`src/rtl/uart_rx_frame_ctrl_pkg.sv`:
```
// Shared types and constants for the UART receive framer.
//   state_t   : framer states
//   ERR_*     : err_code values
//   *_DEFAULT : default parameter values for the top level
package uart_rx_frame_ctrl_pkg;

    typedef enum logic [2:0] {
        ST_HUNT,
        ST_LEN,
        ST_PAYLOAD,
        ST_CHK,
        ST_DRAIN
    } state_t;

    localparam logic [1:0] ERR_LEN     = 2'd0;
    localparam logic [1:0] ERR_CHK     = 2'd1;
    localparam logic [1:0] ERR_TIMEOUT = 2'd2;
    localparam logic [1:0] ERR_OVERRUN = 2'd3;

    localparam logic [7:0]  SOF_DEFAULT           = 8'hA5;
    localparam int unsigned MAX_LEN_DEFAULT       = 16;
    localparam int unsigned TIMEOUT_TICKS_DEFAULT = 640;

endpackage

```
`src/rtl/uart_rx_frame_ctrl_if.sv`:
```
// Downstream payload stream (valid/ready).
//   m_data  : payload byte
//   m_valid : m_data valid
//   m_last  : final payload byte of the frame
//   m_ready : consumer accepts when m_valid & m_ready
interface uart_rx_frame_ctrl_if;

    logic [7:0] m_data;
    logic       m_valid;
    logic       m_last;
    logic       m_ready;

    modport master (output m_data, output m_valid, output m_last, input m_ready);
    modport slave  (input m_data, input m_valid, input m_last, output m_ready);

endinterface

```
`src/rtl/uart_rx_frame_ctrl_frame_buf.sv`:
```
// Payload buffer: DEPTH x 8 register array, synchronous write, combinational read.
//   clk          : clock
//   we/waddr/wdata : write port
//   raddr/rdata  : read port
module uart_rx_frame_ctrl_frame_buf #(
    parameter int unsigned DEPTH = 16,
    parameter int unsigned AW    = 4
) (
    input  logic          clk,
    input  logic          we,
    input  logic [AW-1:0] waddr,
    input  logic [7:0]    wdata,
    input  logic [AW-1:0] raddr,
    output logic [7:0]    rdata
);

    logic [7:0] mem [DEPTH];

    // Storage is intentionally not reset; only a verified frame is ever read.
    always_ff @(posedge clk) begin
        if (we) begin
            mem[waddr] <= wdata;
        end
    end

    assign rdata = mem[raddr];

endmodule

```
`src/rtl/uart_rx_frame_ctrl.sv`:
```
// Frames the UART receiver byte stream (SOF, LEN, payload, CHK) and releases the
// payload over valid/ready only after the checksum verifies.
//   clk, reset_n  : clock, async active-low reset
//   s_tick        : 16x baud tick (inter-byte gap timing)
//   rx_dout/rx_done : received byte and its one-cycle strobe
//   stream        : payload output (master modport)
//   err_pulse     : one-cycle error strobe
//   err_code      : last error cause, held until the next err_pulse
module uart_rx_frame_ctrl
    import uart_rx_frame_ctrl_pkg::*;
#(
    parameter int unsigned MAX_LEN       = MAX_LEN_DEFAULT,
    parameter logic [7:0]  SOF           = SOF_DEFAULT,
    parameter int unsigned TIMEOUT_TICKS = TIMEOUT_TICKS_DEFAULT
) (
    input  logic                        clk,
    input  logic                        reset_n,
    input  logic                        s_tick,
    input  logic [7:0]                  rx_dout,
    input  logic                        rx_done,
    uart_rx_frame_ctrl_if.master        stream,
    output logic                        err_pulse,
    output logic [1:0]                  err_code
);

    localparam int unsigned AW = (MAX_LEN > 1) ? $clog2(MAX_LEN) : 1;
    localparam int unsigned LW = $clog2(MAX_LEN + 1);
    localparam int unsigned GW = $clog2(TIMEOUT_TICKS + 1);

    state_t        state_q, state_d;
    logic [LW-1:0] len_q, len_d;
    logic [7:0]    acc_q, acc_d;
    logic [AW-1:0] wr_q, wr_d;
    logic [AW-1:0] rd_q, rd_d;
    logic [GW-1:0] gap_q, gap_d;
    logic          mv_q, mv_d;
    logic          ml_q, ml_d;
    logic [7:0]    md_q, md_d;
    logic          ep_q, ep_d;
    logic [1:0]    ec_q, ec_d;

    logic          buf_we;
    logic [AW-1:0] rd_sel;
    logic [7:0]    buf_rdata;
    logic [7:0]    sum;
    logic [LW-1:0] last_idx;
    logic          rd_is_last;
    logic          xfer;
    logic          timed;
    logic          timeout_hit;

    assign sum         = acc_q + rx_dout;
    assign last_idx    = len_q - LW'(1);
    assign rd_is_last  = (LW'(rd_q) == last_idx);
    assign xfer        = mv_q & stream.m_ready;
    assign timed       = (state_q == ST_LEN) || (state_q == ST_PAYLOAD) || (state_q == ST_CHK);
    // A byte arriving on the threshold tick takes priority over the timeout.
    assign timeout_hit = timed && !rx_done && s_tick && (gap_q == GW'(TIMEOUT_TICKS - 1));

    // Read address looks one entry ahead on a handshake so m_data is ready next cycle.
    assign rd_sel = (state_q == ST_DRAIN && xfer && !rd_is_last) ? rd_q + AW'(1) : rd_q;

    uart_rx_frame_ctrl_frame_buf #(
        .DEPTH (MAX_LEN),
        .AW    (AW)
    ) u_frame_buf (
        .clk   (clk),
        .we    (buf_we),
        .waddr (wr_q),
        .wdata (rx_dout),
        .raddr (rd_sel),
        .rdata (buf_rdata)
    );

    // State and datapath registers.
    always_ff @(posedge clk or negedge reset_n) begin
        if (!reset_n) begin
            state_q <= ST_HUNT;
            len_q   <= '0;
            acc_q   <= '0;
            wr_q    <= '0;
            rd_q    <= '0;
            gap_q   <= '0;
            mv_q    <= 1'b0;
            ml_q    <= 1'b0;
            md_q    <= '0;
            ep_q    <= 1'b0;
            ec_q    <= ERR_LEN;
        end else begin
            state_q <= state_d;
            len_q   <= len_d;
            acc_q   <= acc_d;
            wr_q    <= wr_d;
            rd_q    <= rd_d;
            gap_q   <= gap_d;
            mv_q    <= mv_d;
            ml_q    <= ml_d;
            md_q    <= md_d;
            ep_q    <= ep_d;
            ec_q    <= ec_d;
        end
    end

    // Next-state and output logic.
    always_comb begin
        state_d = state_q;
        len_d   = len_q;
        acc_d   = acc_q;
        wr_d    = wr_q;
        rd_d    = rd_q;
        mv_d    = mv_q;
        ml_d    = ml_q;
        md_d    = md_q;
        ep_d    = 1'b0;
        ec_d    = ec_q;
        buf_we  = 1'b0;

        // Gap counter only runs between bytes of a frame in progress.
        if (!timed || rx_done) begin
            gap_d = '0;
        end else if (s_tick) begin
            gap_d = gap_q + GW'(1);
        end else begin
            gap_d = gap_q;
        end

        case (state_q)
            ST_HUNT: begin
                if (rx_done && rx_dout == SOF) begin
                    state_d = ST_LEN;
                end
            end
            ST_LEN: begin
                if (rx_done) begin
                    if (rx_dout != 8'd0 && rx_dout <= 8'(MAX_LEN)) begin
                        len_d   = LW'(rx_dout);
                        acc_d   = rx_dout;
                        wr_d    = '0;
                        state_d = ST_PAYLOAD;
                    end else begin
                        ep_d    = 1'b1;
                        ec_d    = ERR_LEN;
                        state_d = ST_HUNT;
                    end
                end
            end
            ST_PAYLOAD: begin
                if (rx_done) begin
                    buf_we = 1'b1;
                    acc_d  = sum;
                    wr_d   = wr_q + AW'(1);
                    if (LW'(wr_q) == last_idx) begin
                        state_d = ST_CHK;
                    end
                end
            end
            ST_CHK: begin
                if (rx_done) begin
                    if (sum == 8'd0) begin
                        rd_d    = '0;
                        state_d = ST_DRAIN;
                    end else begin
                        ep_d    = 1'b1;
                        ec_d    = ERR_CHK;
                        state_d = ST_HUNT;
                    end
                end
            end
            ST_DRAIN: begin
                // Bytes arriving now are dropped; the drain itself is unaffected.
                if (rx_done) begin
                    ep_d = 1'b1;
                    ec_d = ERR_OVERRUN;
                end
                if (!mv_q) begin
                    mv_d = 1'b1;
                    md_d = buf_rdata;
                    ml_d = rd_is_last;
                end else if (xfer) begin
                    if (rd_is_last) begin
                        mv_d    = 1'b0;
                        ml_d    = 1'b0;
                        state_d = ST_HUNT;
                    end else begin
                        rd_d = rd_sel;
                        md_d = buf_rdata;
                        ml_d = (LW'(rd_sel) == last_idx);
                    end
                end
            end
            default: begin
                state_d = ST_HUNT;
            end
        endcase

        if (timeout_hit) begin
            ep_d    = 1'b1;
            ec_d    = ERR_TIMEOUT;
            state_d = ST_HUNT;
        end
    end

    assign stream.m_data  = md_q;
    assign stream.m_valid = mv_q;
    assign stream.m_last  = ml_q;
    assign err_pulse      = ep_q;
    assign err_code       = ec_q;

endmodule

```
`src/flat_wrapper.sv`:
```
// flat-port wrapper written by rule: the top's interface ports become plain ports
module uart_rx_frame_ctrl_flat import uart_rx_frame_ctrl_pkg::*;
#(
    parameter int unsigned MAX_LEN       = MAX_LEN_DEFAULT,
    parameter logic [7:0]  SOF           = SOF_DEFAULT,
    parameter int unsigned TIMEOUT_TICKS = TIMEOUT_TICKS_DEFAULT
)
  (clk, reset_n, s_tick, rx_dout, rx_done, err_pulse, err_code, stream_m_data, stream_m_valid, stream_m_last, stream_m_ready);
  uart_rx_frame_ctrl_if stream_i ();
  input  logic clk;
  input  logic reset_n;
  input  logic s_tick;
  input  logic [7:0] rx_dout;
  input  logic rx_done;
  output logic err_pulse;
  output logic [1:0] err_code;
  output wire logic [$bits(stream_i.m_data)-1:0] stream_m_data;
  output wire logic [$bits(stream_i.m_valid)-1:0] stream_m_valid;
  output wire logic [$bits(stream_i.m_last)-1:0] stream_m_last;
  input wire logic [$bits(stream_i.m_ready)-1:0] stream_m_ready;
  assign stream_m_data = stream_i.m_data;
  assign stream_m_valid = stream_i.m_valid;
  assign stream_m_last = stream_i.m_last;
  assign stream_i.m_ready = stream_m_ready;
  uart_rx_frame_ctrl #(.MAX_LEN(MAX_LEN), .SOF(SOF), .TIMEOUT_TICKS(TIMEOUT_TICKS)) u_core (.clk(clk), .reset_n(reset_n), .s_tick(s_tick), .rx_dout(rx_dout), .rx_done(rx_done), .stream(stream_i), .err_pulse(err_pulse), .err_code(err_code));
endmodule
```
`config.mk`:
```
export PLATFORM = sky130hd
export DESIGN_NAME = uart_rx_frame_ctrl_flat
export DESIGN_NICKNAME = d
export VERILOG_FILES = /design/src/rtl/uart_rx_frame_ctrl_pkg.sv /design/src/rtl/uart_rx_frame_ctrl_if.sv /design/src/rtl/uart_rx_frame_ctrl_frame_buf.sv /design/src/rtl/uart_rx_frame_ctrl.sv /design/src/flat_wrapper.sv
export SDC_FILE = /design/constraint.sdc
export NUM_CORES = 1
export LEC_CHECK = 0
export CORE_UTILIZATION = 30
export CTS_CLUSTER_SIZE = 20
export DETAILED_ROUTE_END_ITERATION = 6
export SYNTH_ARGS = -nofsm -noshare
export SYNTH_HDL_FRONTEND = slang
export SYNTH_SLANG_ARGS = --single-unit
```
`constraint.sdc`:
```
create_clock -name clk -period 4.2 [get_ports clk]
set_input_delay 0.63 -clock clk [delete_from_list [all_inputs] [get_ports clk]]
set_output_delay 0.63 -clock clk [all_outputs]
set_load 0.01 [all_outputs]
```
==> flow_summary.toml, run 1 <==
[power_and_ir_drop]
p_int_uw = 3170
seq_power_share_pct = 46.0
leakagePower_uw = 0.00361
report.power.total_uw = 4510
vdd_drop_max_uv = 283
sw_frac_of_total_pct = 29.7
power.combinational.fraction_pct = 18.5
clockPowerShare_pct = 35.5
power_switching_uw = 1340
power_density_mw_per_mm2 = 476

[clock_network]
tritoncts = "done"
clock_slew_at_the_register_clock_pins_of_the_worst_setup_and_hold_paths_ps = 70
cts_inserted_buffers = 17
cts_setup_buffers = 0
clk_latency_ps = 430
numClockSinks = 175
clockRootBuffer = "clkbuf_16"
postCtsResizedCells = 0
ctsHoldBuffers = 0
clockBufferDepth = 2
clock_tree.htree_level_count = 4

[worst_setup_path]
timing.critical_path.max_delay_family = "compound AO/OA/AOI/OAI gates"
worst-path-buf-inv = 2
r2r_setup_slack_ps = 780
cp_data_arrival_time_ps = 3760
worst_path_cell_trace = "inv_1, ha_1, xnor3_1, nand3_2, o31a_1, xnor2_4, buf_4, mux2i_1, a222oi_1, a32oi_1, o21ai_1"
regToRegEndpoint = "u_core.stream.m_data[7]"
timing.rr.start = "u_core.len_q[0]"
worstSetupEndpointType = "flip-flop"
delay_of_the_slowest_critical_path_stage_ps = 490
worst_ep_required_time_ps = 4550
critical_path_peak_fanout = 16
crit_slowest_cell = "dfrtp_1"
timing_worst_setup_path_type = "flip-flop to flip-flop"
worstRegToRegCells = 11
critPathLaunchType = "flip-flop"

[place]
placement.io_buffers = 25
setup_ws_pre_cts_ps = 547
place_congestion = 0.791
hpwl_um = 13500
numPlacedInstances = 1018

[die]
io_pins = 26
floorplan.die.width_um = 167
start_util_pct = 30.9
core_sq_mm = 0.0264
num_rows = 59
area_enclosed_by_the_die_boundary_sq_mm = 0.0278
die_h_um = 167

[global_routing]
globalRoute.totalOverflow = 0
grt_usage_pct = 15.2
wire_length_of_the_first_global_routing_pass_um = 31800
pin_count_of_the_biggest_net_entering_global_routing = 33
via_count_of_the_first_global_routing_pass = 5232
number_of_antenna_violations_at_the_first_check_in_global_routing = 0

[sta]
clock_skew_ps = 12.2
tightest_slew_ps = 1030
fin_crit_sh_pct = 81.3
timing_max_transition_violations_final = 0
finalCriticalPeriod_ps = 3420
achievable-frequency_mhz = 293
post_route_setup_tns_ps = 0
finalSetupViolations = 0
max_slew_headroom_pct = 30.8
layout_setup_ws_ps = 785
final-hold-violation-count = 0
rsz0062_at_grt = "no"

[cells_and_area]
final_core_util_pct = 35.9
final_nets = 730
filler_cell_count = 2548
stdcell_count = 1050
diodes = 0
layout-drive-gt1-share_pct = 11.9
area_delta_synth_final_pct = 16.2
layout_common_cells = "edfxtp_1 (128), nand2_1 (99), nand3_1 (54), dfrtp_1 (47), nor2_1 (30)"
layout_commonest_cell = "edfxtp_1"

[drt]
detailedRoute.firstPassIterationCount = 5
drcViolationCount = 0
ant_nets = 0
finalWirelength_um = 20400
routedWlPerCell_um = 19.5
viasPerCell = 5.18
drt-initial-drc-count = 531
via_count = 5440

[yosys]
synth_enable_flop_cells = 128
synth_seq_cells = 175
synth_sequential_area_ratio_pct = 61.6
ys_async_sr_fraction_pct = 26.9
dominant_combinational_cell_family_by_area_after_synthesis = "simple AND/OR/NAND/NOR gates"
syn-mean-instance-area_sq_um = 12.4
post_synth_fa_ha_maj_area_fraction_pct = 2.40
post_synth_num_cell_types = 70
post_synth_and_or_nand_nor_area_fraction_pct = 13.9
ys_top_cells_by_area = "edfxtp_1 (47%), dfrtp_1 (14%), nand2_1 (4.6%)"
synthXorXnorAreaFrac_pct = 4.13
synth.area.mux_share_pct = 4.25
yosysWarningCount = 0
synth-compound-area-share_pct = 10.7
post-synth-top-area-fraction_pct = 47.2
postSynthNetCount = 685
post_synthesis_instance_area_sq_mm = 0.00815
netlist_instances = 657
synth.largest_area_cell = "edfxtp_1"
dominantRegCellSynth = "edfxtp_1"

[outcome]
run_status = "completed"

[flow_run]
maxCapViolations = 0

[min_path]
hold_path.class = "primary input to async pin"
==> stage by stage <==
step / hold slack [ps] / cell area, sq um
6_report: 151 / 9460
3_3_place_gp: 471 / 8860
2_1_floorplan: 334 / 8150
3_5_place_dp: 480 / 8860
5_1_grt: 176 / 9460
4_1_cts: 163 / 9460
==> synth_stat cells (all sizes together) (8+ instances only) <==
cell	count
edfxtp	128
nand2	99
nand3	55
dfrtp	47
o21ai	37
nor2	32
mux2i	29
xnor2	18
xor2	17
buf	15
inv	15
ha	14
a21oi	13
clkbuf	12
a32oi	9
a221o	8
a221oi	8
a222oi	8
a22oi	8
nand4	8
nor4	8
==> worst max-delay path by stage <==
| stage | startpoint | end | slack (ps) | cells after the start |
|---|---|---|---|---|
| floorplan | rx_dout[0] | u_core.rd_q[2] | 1250 | 11 |
| detailed placement | rx_dout[0] | u_core.rd_q[2] | 550 | 12 |
| global placement | rx_dout[0] | u_core.rd_q[2] | 570 | 12 |
| finish | u_core.len_q[0] | u_core.stream.m_data[7] | 780 | 11 |
| CTS | u_core.len_q[0] | u_core.stream.m_data[7] | 750 | 11 |
| global route | u_core.len_q[0] | u_core.stream.m_data[5] | 580 | 11 |
==> power groups by stage <==
stage	Combinational, uW	Clock [uW]	Sequential, uW
after floorplan	632	0	2070
after detailed placement	837	0	2110
final	833	1600	2070
after global placement	828	0	2110
after global routing	936	1700	2090
after CTS	841	1620	2070
==> cell families after synthesis <==
group                    Yosys count
buffers and inverters             42
flip-flops                       175
AO/OA/AOI/OAI                    120
adder cells (fa/ha/maj)           15
XOR/XNOR                          36
AND/OR/NAND/NOR                  235
multiplexers                      34
==> registers in the layout, indices dropped and copies added, names as in the netlist <==
signal	cells
u_core.wr_q	4
u_core.err_pulse	1
u_core.err_code	2
u_core.acc_q	8
u_core.stream.m_valid	1
u_core.stream.m_last	1
u_core.len_q	5
u_core.rd_q	4
u_core.u_frame_buf.mem	128
u_core.state_q	3
u_core.stream.m_data	8
u_core.gap_q	10
==> metal layers <==
layer  share of wire [%]  wire (um)  GRT usage, %
met2                  50      10200          25.6
met5                   0          0             0
met4                 1.3        261          4.39
met3                 4.7        970          3.26
met1                  44       9040          19.8
==> layout make-up <==
| type | count | area (sq um) | share of cell area (%) |
|---|---|---|---|
| inverter | 15 | 56.3 | 0.595 |
| timing repair buffer | 53 | 455 | 4.81 |
| sequential | 175 | 5020 | 53.0 |
| clock inverter | 14 | 174 | 1.84 |
| clock buffer | 18 | 429 | 4.54 |
| tap | 335 | 419 | 4.43 |
| multi-input combinational | 440 | 2910 | 30.7 |
Power figures use the tool's default switching activity.
==> run 2, diff against run 1 <==
==> constraint.sdc (replaced) <==
create_clock -name clk -period 3.4 [get_ports clk]
set_input_delay 0.51 -clock clk [delete_from_list [all_inputs] [get_ports clk]]
set_output_delay 0.51 -clock clk [all_outputs]
set_load 0.01 [all_outputs]
==> flow_summary.toml, run 2 (synthesis gave the netlist of run 1 again) <==
[outcome]
run_status = "complete, but fails checks"
violations = "design-rule violations"

[die]
floorplan.die.width_um = 167
num_rows = 59
start_util_pct = 30.9
area_enclosed_by_the_die_boundary_sq_mm = 0.0278
die_h_um = 167
core_sq_mm = 0.0264
io_pins = 26

[cells_and_area]
layout.cell_area.non_filler_sq_mm = 0.00962
final_core_util_pct = 36.5
final_nets = 751
layout_common_cells = "edfxtp_1 (128), nand2_1 (99), nand3_1 (54), dfrtp_1 (47), buf_4 (46)"
layout_top_registers = "u_core.u_frame_buf.mem: 128 flops, u_core.gap_q: 10 flops"
area_delta_synth_final_pct = 18.1
layout_commonest_cell = "edfxtp_1"
diodes = 0
max_flop_register = "u_core.u_frame_buf.mem"
largest_reg_flops = 128
layout-drive-gt1-share_pct = 14.1

[worst_setup_path]
timing_worst_setup_path_type = "primary input to flip-flop"
cp_data_arrival_time_ps = 3530
timing.rr.start = "u_core.len_q[1]"
critPathLaunchType = "primary input"
delay_of_the_slowest_critical_path_stage_ps = 630
regToRegEndpoint = "u_core.stream.m_data[6]"
worst_path_cell_trace = "clkdlybuf4s50_1, ha_1, inv_1, fa_1, nor2b_1, o21ai_0, a21boi_0, o21a_1, or3_1, a2111oi_0, o21ai_0, a31o_2"
worstRegToRegCells = 11
critical_path_peak_fanout = 3
timing.critical_path.depth = 12
crit_slowest_cell = "a2111oi_0"
r2r_setup_slack_ps = 210
cp-endpoint = "u_core.err_code[0]"
worstSetupEndpointType = "flip-flop"
worst-path-buf-inv = 2
worst_ep_required_time_ps = 3710
timing.critical_path.max_delay_family = "compound AO/OA/AOI/OAI gates"
cp_common_cell = "o21ai_0"
critical_path.startpoint = "rx_dout[0]"

[sta]
final-hold-violation-count = 0
max_slew_headroom_pct = 22.8
tightest_slew_ps = 1150
clock_skew_ps = 14.4
rsz0062_at_grt = "no"
layout_setup_ws_ps = 183
finalCriticalPeriod_ps = 3220
finalSetupViolations = 0
fin_crit_sh_pct = 94.6
achievable-frequency_mhz = 311
timing_max_transition_violations_final = 0

[drt]
detailedRoute.firstPassIterationCount = 7
routedWlPerCell_um = 18.9
drcViolationCount = 6
drt-initial-drc-count = 563
via_count = 5512
finalWirelength_um = 20200
viasPerCell = 5.15
ant_nets = 0

[clock_network]
cts_inserted_buffers = 17
clockBufferDepth = 2
clock_tree.htree_level_count = 4
postCtsResizedCells = 0
clk_latency_ps = 430
clockRootBuffer = "clkbuf_16"
cts_setup_buffers = 0
numClockSinks = 175
ctsHoldBuffers = 0
tritoncts = "done"
clock_slew_at_the_register_clock_pins_of_the_worst_setup_and_hold_paths_ps = 60

[global_routing]
globalRoute.totalOverflow = 0
number_of_antenna_violations_at_the_first_check_in_global_routing = 0
via_count_of_the_first_global_routing_pass = 5508
pin_count_of_the_biggest_net_entering_global_routing = 33
wire_length_of_the_first_global_routing_pass_um = 32000
grt_usage_pct = 15.2

[place]
setup_ws_pre_cts_ps = -230
postPlaceCellArea_sq_mm = 0.00905
hpwl_um = 13800
placement.io_buffers = 25
place_congestion = 0.788

[power_and_ir_drop]
vdd_drop_max_uv = 329
power_density_mw_per_mm2 = 581
leakagePower_uw = 0.00372
report.power.total_uw = 5590

[min_path]
hold_path.class = "primary input to async pin"

[flow_run]
maxCapViolations = 0
## run 2: cell count changes in the layout (fill, tap and decap cells not counted), sizes merged
cell,before,now
buf,29,50
inv,22,21
clkinv,4,2
clkbuf,18,22
clkinvlp,2,1
## run 2: how the worst min path moves through the flow
stage                     depth (start not counted)         endpoint       startpoint  slack [ps]
final                                             1  u_core.gap_q[7]          reset_n         110
after global placement                            2  u_core.acc_q[0]  u_core.acc_q[0]         470
after global routing                              1  u_core.gap_q[7]          reset_n         150
after detailed placement                          2  u_core.acc_q[0]  u_core.acc_q[0]         480
after CTS                                         1  u_core.gap_q[7]          reset_n         120
after floorplan                                   0  u_core.acc_q[0]          reset_n         210
## run 2: power by group
part	internal (uW)	switching [uW]	total, uW	leakage [uW]
sequential	2410	125	2540	0.00177
combinational	514	646	1160	0.00167
clock	1060	831	1890	0.000277
## run 2: layout make-up
type	count	area [sq um]
fillers	2537	16700
flip-flops and latches	175	5020
multi-input cells	440	2910
repair buffers	74	651
clock buffers	22	464
well taps	335	419
clock inverters	10	104
inverters	15	56.3
## run 2: layer usage
layer  GRT usage [%]  part of all wire [%]  vias to the layer above
li1                -                     -                     2611
met1            19.3                    44                     2726
met2            25.6                    49                      160
met3            3.87                   5.9                       15
met4            4.19                   1.5                        0
met5               0                     0                        -
## run 2: per-stage QoR
stage,instances,setup TNS (ps),hold WS (ps)
floorplan,657,0,214
global placement,1039,-141,469
detailed placement,1039,-750,479
CTS,1071,0,122
global route,1071,0,148
finish,1071,0,107
==> run 3, diff against run 2 <==
--- a/config.mk
+++ b/config.mk
@@ -5,9 +5,11 @@
 export SDC_FILE = /design/constraint.sdc
 export NUM_CORES = 1
 export LEC_CHECK = 0
-export CORE_UTILIZATION = 30
+export ABC_AREA = 0
+export CORE_UTILIZATION = 50
 export CTS_CLUSTER_SIZE = 20
 export DETAILED_ROUTE_END_ITERATION = 6
+export PLACE_DENSITY = 0.67
 export SYNTH_ARGS = -nofsm -noshare
 export SYNTH_HDL_FRONTEND = slang
 export SYNTH_SLANG_ARGS = --single-unit
==> flow_summary.toml, run 3 (synthesis gave the netlist of run 1 again) <==
[place]
setup_ws_pre_cts_ps = -239
hpwl_um = 13300
placement.io_buffers = 25
numPlacedInstances = 913
place_congestion = 0.900
postPlaceCellArea_sq_mm = 0.00883

[clock_network]
clk_latency_ps = 440
ctsHoldBuffers = 0
tritoncts = "done"
clock_tree.htree_level_count = 4
cts_inserted_buffers = 17
clockRootBuffer = "clkbuf_16"
clock_slew_at_the_register_clock_pins_of_the_worst_setup_and_hold_paths_ps = 70
clockBufferDepth = 2
numClockSinks = 175

[worst_setup_path]
worst_ep_required_time_ps = 3760
timing.rr.start = "u_core.len_q[1]"
regToRegEndpoint = "u_core.stream.m_data[5]"
worstRegToRegCells = 11
cp-endpoint = "u_core.stream.m_data[5]"
critPathLaunchType = "flip-flop"
worstSetupEndpointType = "flip-flop"
timing_worst_setup_path_type = "flip-flop to flip-flop"
r2r_setup_slack_ps = 110
critical_path.startpoint = "u_core.len_q[1]"
cp_data_arrival_time_ps = 3650
critical_path_peak_fanout = 11

[cells_and_area]
layout-drive-gt1-share_pct = 14.4
final_nets = 749
stdcell_count = 950
layout_commonest_cell = "edfxtp_1"
layout_common_cells = "edfxtp_1 (128), nand2_1 (99), nand3_1 (54), dfrtp_1 (47), buf_4 (43)"
layout.cell_area.non_filler_sq_mm = 0.00953
largest_reg_flops = 128
diodes = 0
max_flop_register = "u_core.u_frame_buf.mem"
area_delta_synth_final_pct = 17.1
layout_top_registers = "u_core.u_frame_buf.mem: 128 flops, u_core.gap_q: 10 flops"
filler_cell_count = 1294

[drt]
viasPerCell = 6.01
detailedRoute.firstPassIterationCount = 7
via_count = 5714
finalWirelength_um = 20200
drt-initial-drc-count = 587
ant_nets = 0
drcViolationCount = 0
routedWlPerCell_um = 21.3

[sta]
timing_max_transition_violations_final = 0
rsz0062_at_grt = "no"
layout_setup_ws_ps = 109
finalCriticalPeriod_ps = 3290
achievable-frequency_mhz = 304
max_slew_headroom_pct = 25.6
post_route_setup_tns_ps = 0
tightest_slew_ps = 1120
final-hold-violation-count = 0
fin_crit_sh_pct = 96.8
clock_skew_ps = 9.06
finalSetupViolations = 0

[global_routing]
via_count_of_the_first_global_routing_pass = 5527
grt.met3_usage_pct = 4.95
grt_usage_pct = 25.0
globalRoute.totalOverflow = 0
number_of_antenna_violations_at_the_first_check_in_global_routing = 0
use_met2_pct = 42.7
grt_util_met1_pct = 31.6
pin_count_of_the_biggest_net_entering_global_routing = 48
wire_length_of_the_first_global_routing_pass_um = 30500
most_crowded_layer_after_global_routing = "met2"

[flow_run]
maxCapViolations = 0

[die]
die_h_um = 130
io_pins = 26
floorplan.die.width_um = 130
start_util_pct = 51.3
num_rows = 46
core_sq_mm = 0.0159
area_enclosed_by_the_die_boundary_sq_mm = 0.0168

[power_and_ir_drop]
power_density_mw_per_mm2 = 595
leakagePower_uw = 0.00374
vdd_drop_max_uv = 353
report.power.total_uw = 5670

[min_path]
hold_path.class = "primary input to async pin"

[outcome]
run_status = "completed"
==> run 3: cell types whose count changed in the layout (fill, tap and decap cells not counted), moves of 2 or more <==
cell	before	now
inv_8	0	5
buf_4	46	43
clkbuf_1	3	0
clkbuf_16	17	19
clkbuf_8	2	0
o31ai_2	2	0
o31ai_4	0	2
==> run 3: timing repair <==
action	in CTS	in global routing
resized for setup	1	3
gates cloned	0	2
pin swaps	0	3
setup buffers	0	3
endpoints found under the setup margin	1	7
==> run 3: how the worst min path moves through the flow <==
stage	from	end	slack, ps	cells after the start
after global placement	u_core.acc_q[0]	u_core.acc_q[0]	470	2
after global routing	reset_n	u_core.err_code[0]	370	1
after detailed placement	u_core.acc_q[3]	u_core.acc_q[3]	480	2
final	reset_n	u_core.err_code[0]	280	1
after CTS	reset_n	u_core.err_code[0]	310	1
after floorplan	reset_n	u_core.acc_q[0]	210	0
==> run 3: through the flow <==
stage,util [%],hold slack (ps)
2_1_floorplan,-,214
4_1_cts,59.3,311
3_5_place_dp,55.6,480
5_1_grt,60.0,367
3_3_place_gp,55.6,468
6_report,60.0,283
==> run 3: worst max-delay path, stage by stage (launching register included) <==
cell and delay [ps]:
dfrtp_1 380, inv_1 60, ha_1 220, xnor3_1 480, nand3_2 100, buf_4 170
o31ai_4 420, nor2_2 60, a22o_2 370, a222oi_1 600, a32oi_1 210, o21ai_1 130
==> run 3: layout make-up <==
class | count | area (sq um) | share of cell area (%)
clock buffers | 17 | 425 | 4.46
inverters | 15 | 56.3 | 0.591
well taps | 216 | 270 | 2.83
multi-input cells | 440 | 2950 | 30.9
clock inverters | 15 | 159 | 1.67
repair buffers | 72 | 658 | 6.90
flip-flops and latches | 175 | 5020 | 52.7
==> run 3: power breakdown <==
group / switching (uW) / internal, uW
registers: 111 / 2410
clock network: 942 / 991
logic: 688 / 531
==> run 3: routing by layer <==
layer	wire (um)	vias to the layer above
li1	-	2613
met1	8510	2879
met2	10400	194
met3	999	28
met4	333	0
met5	0	-
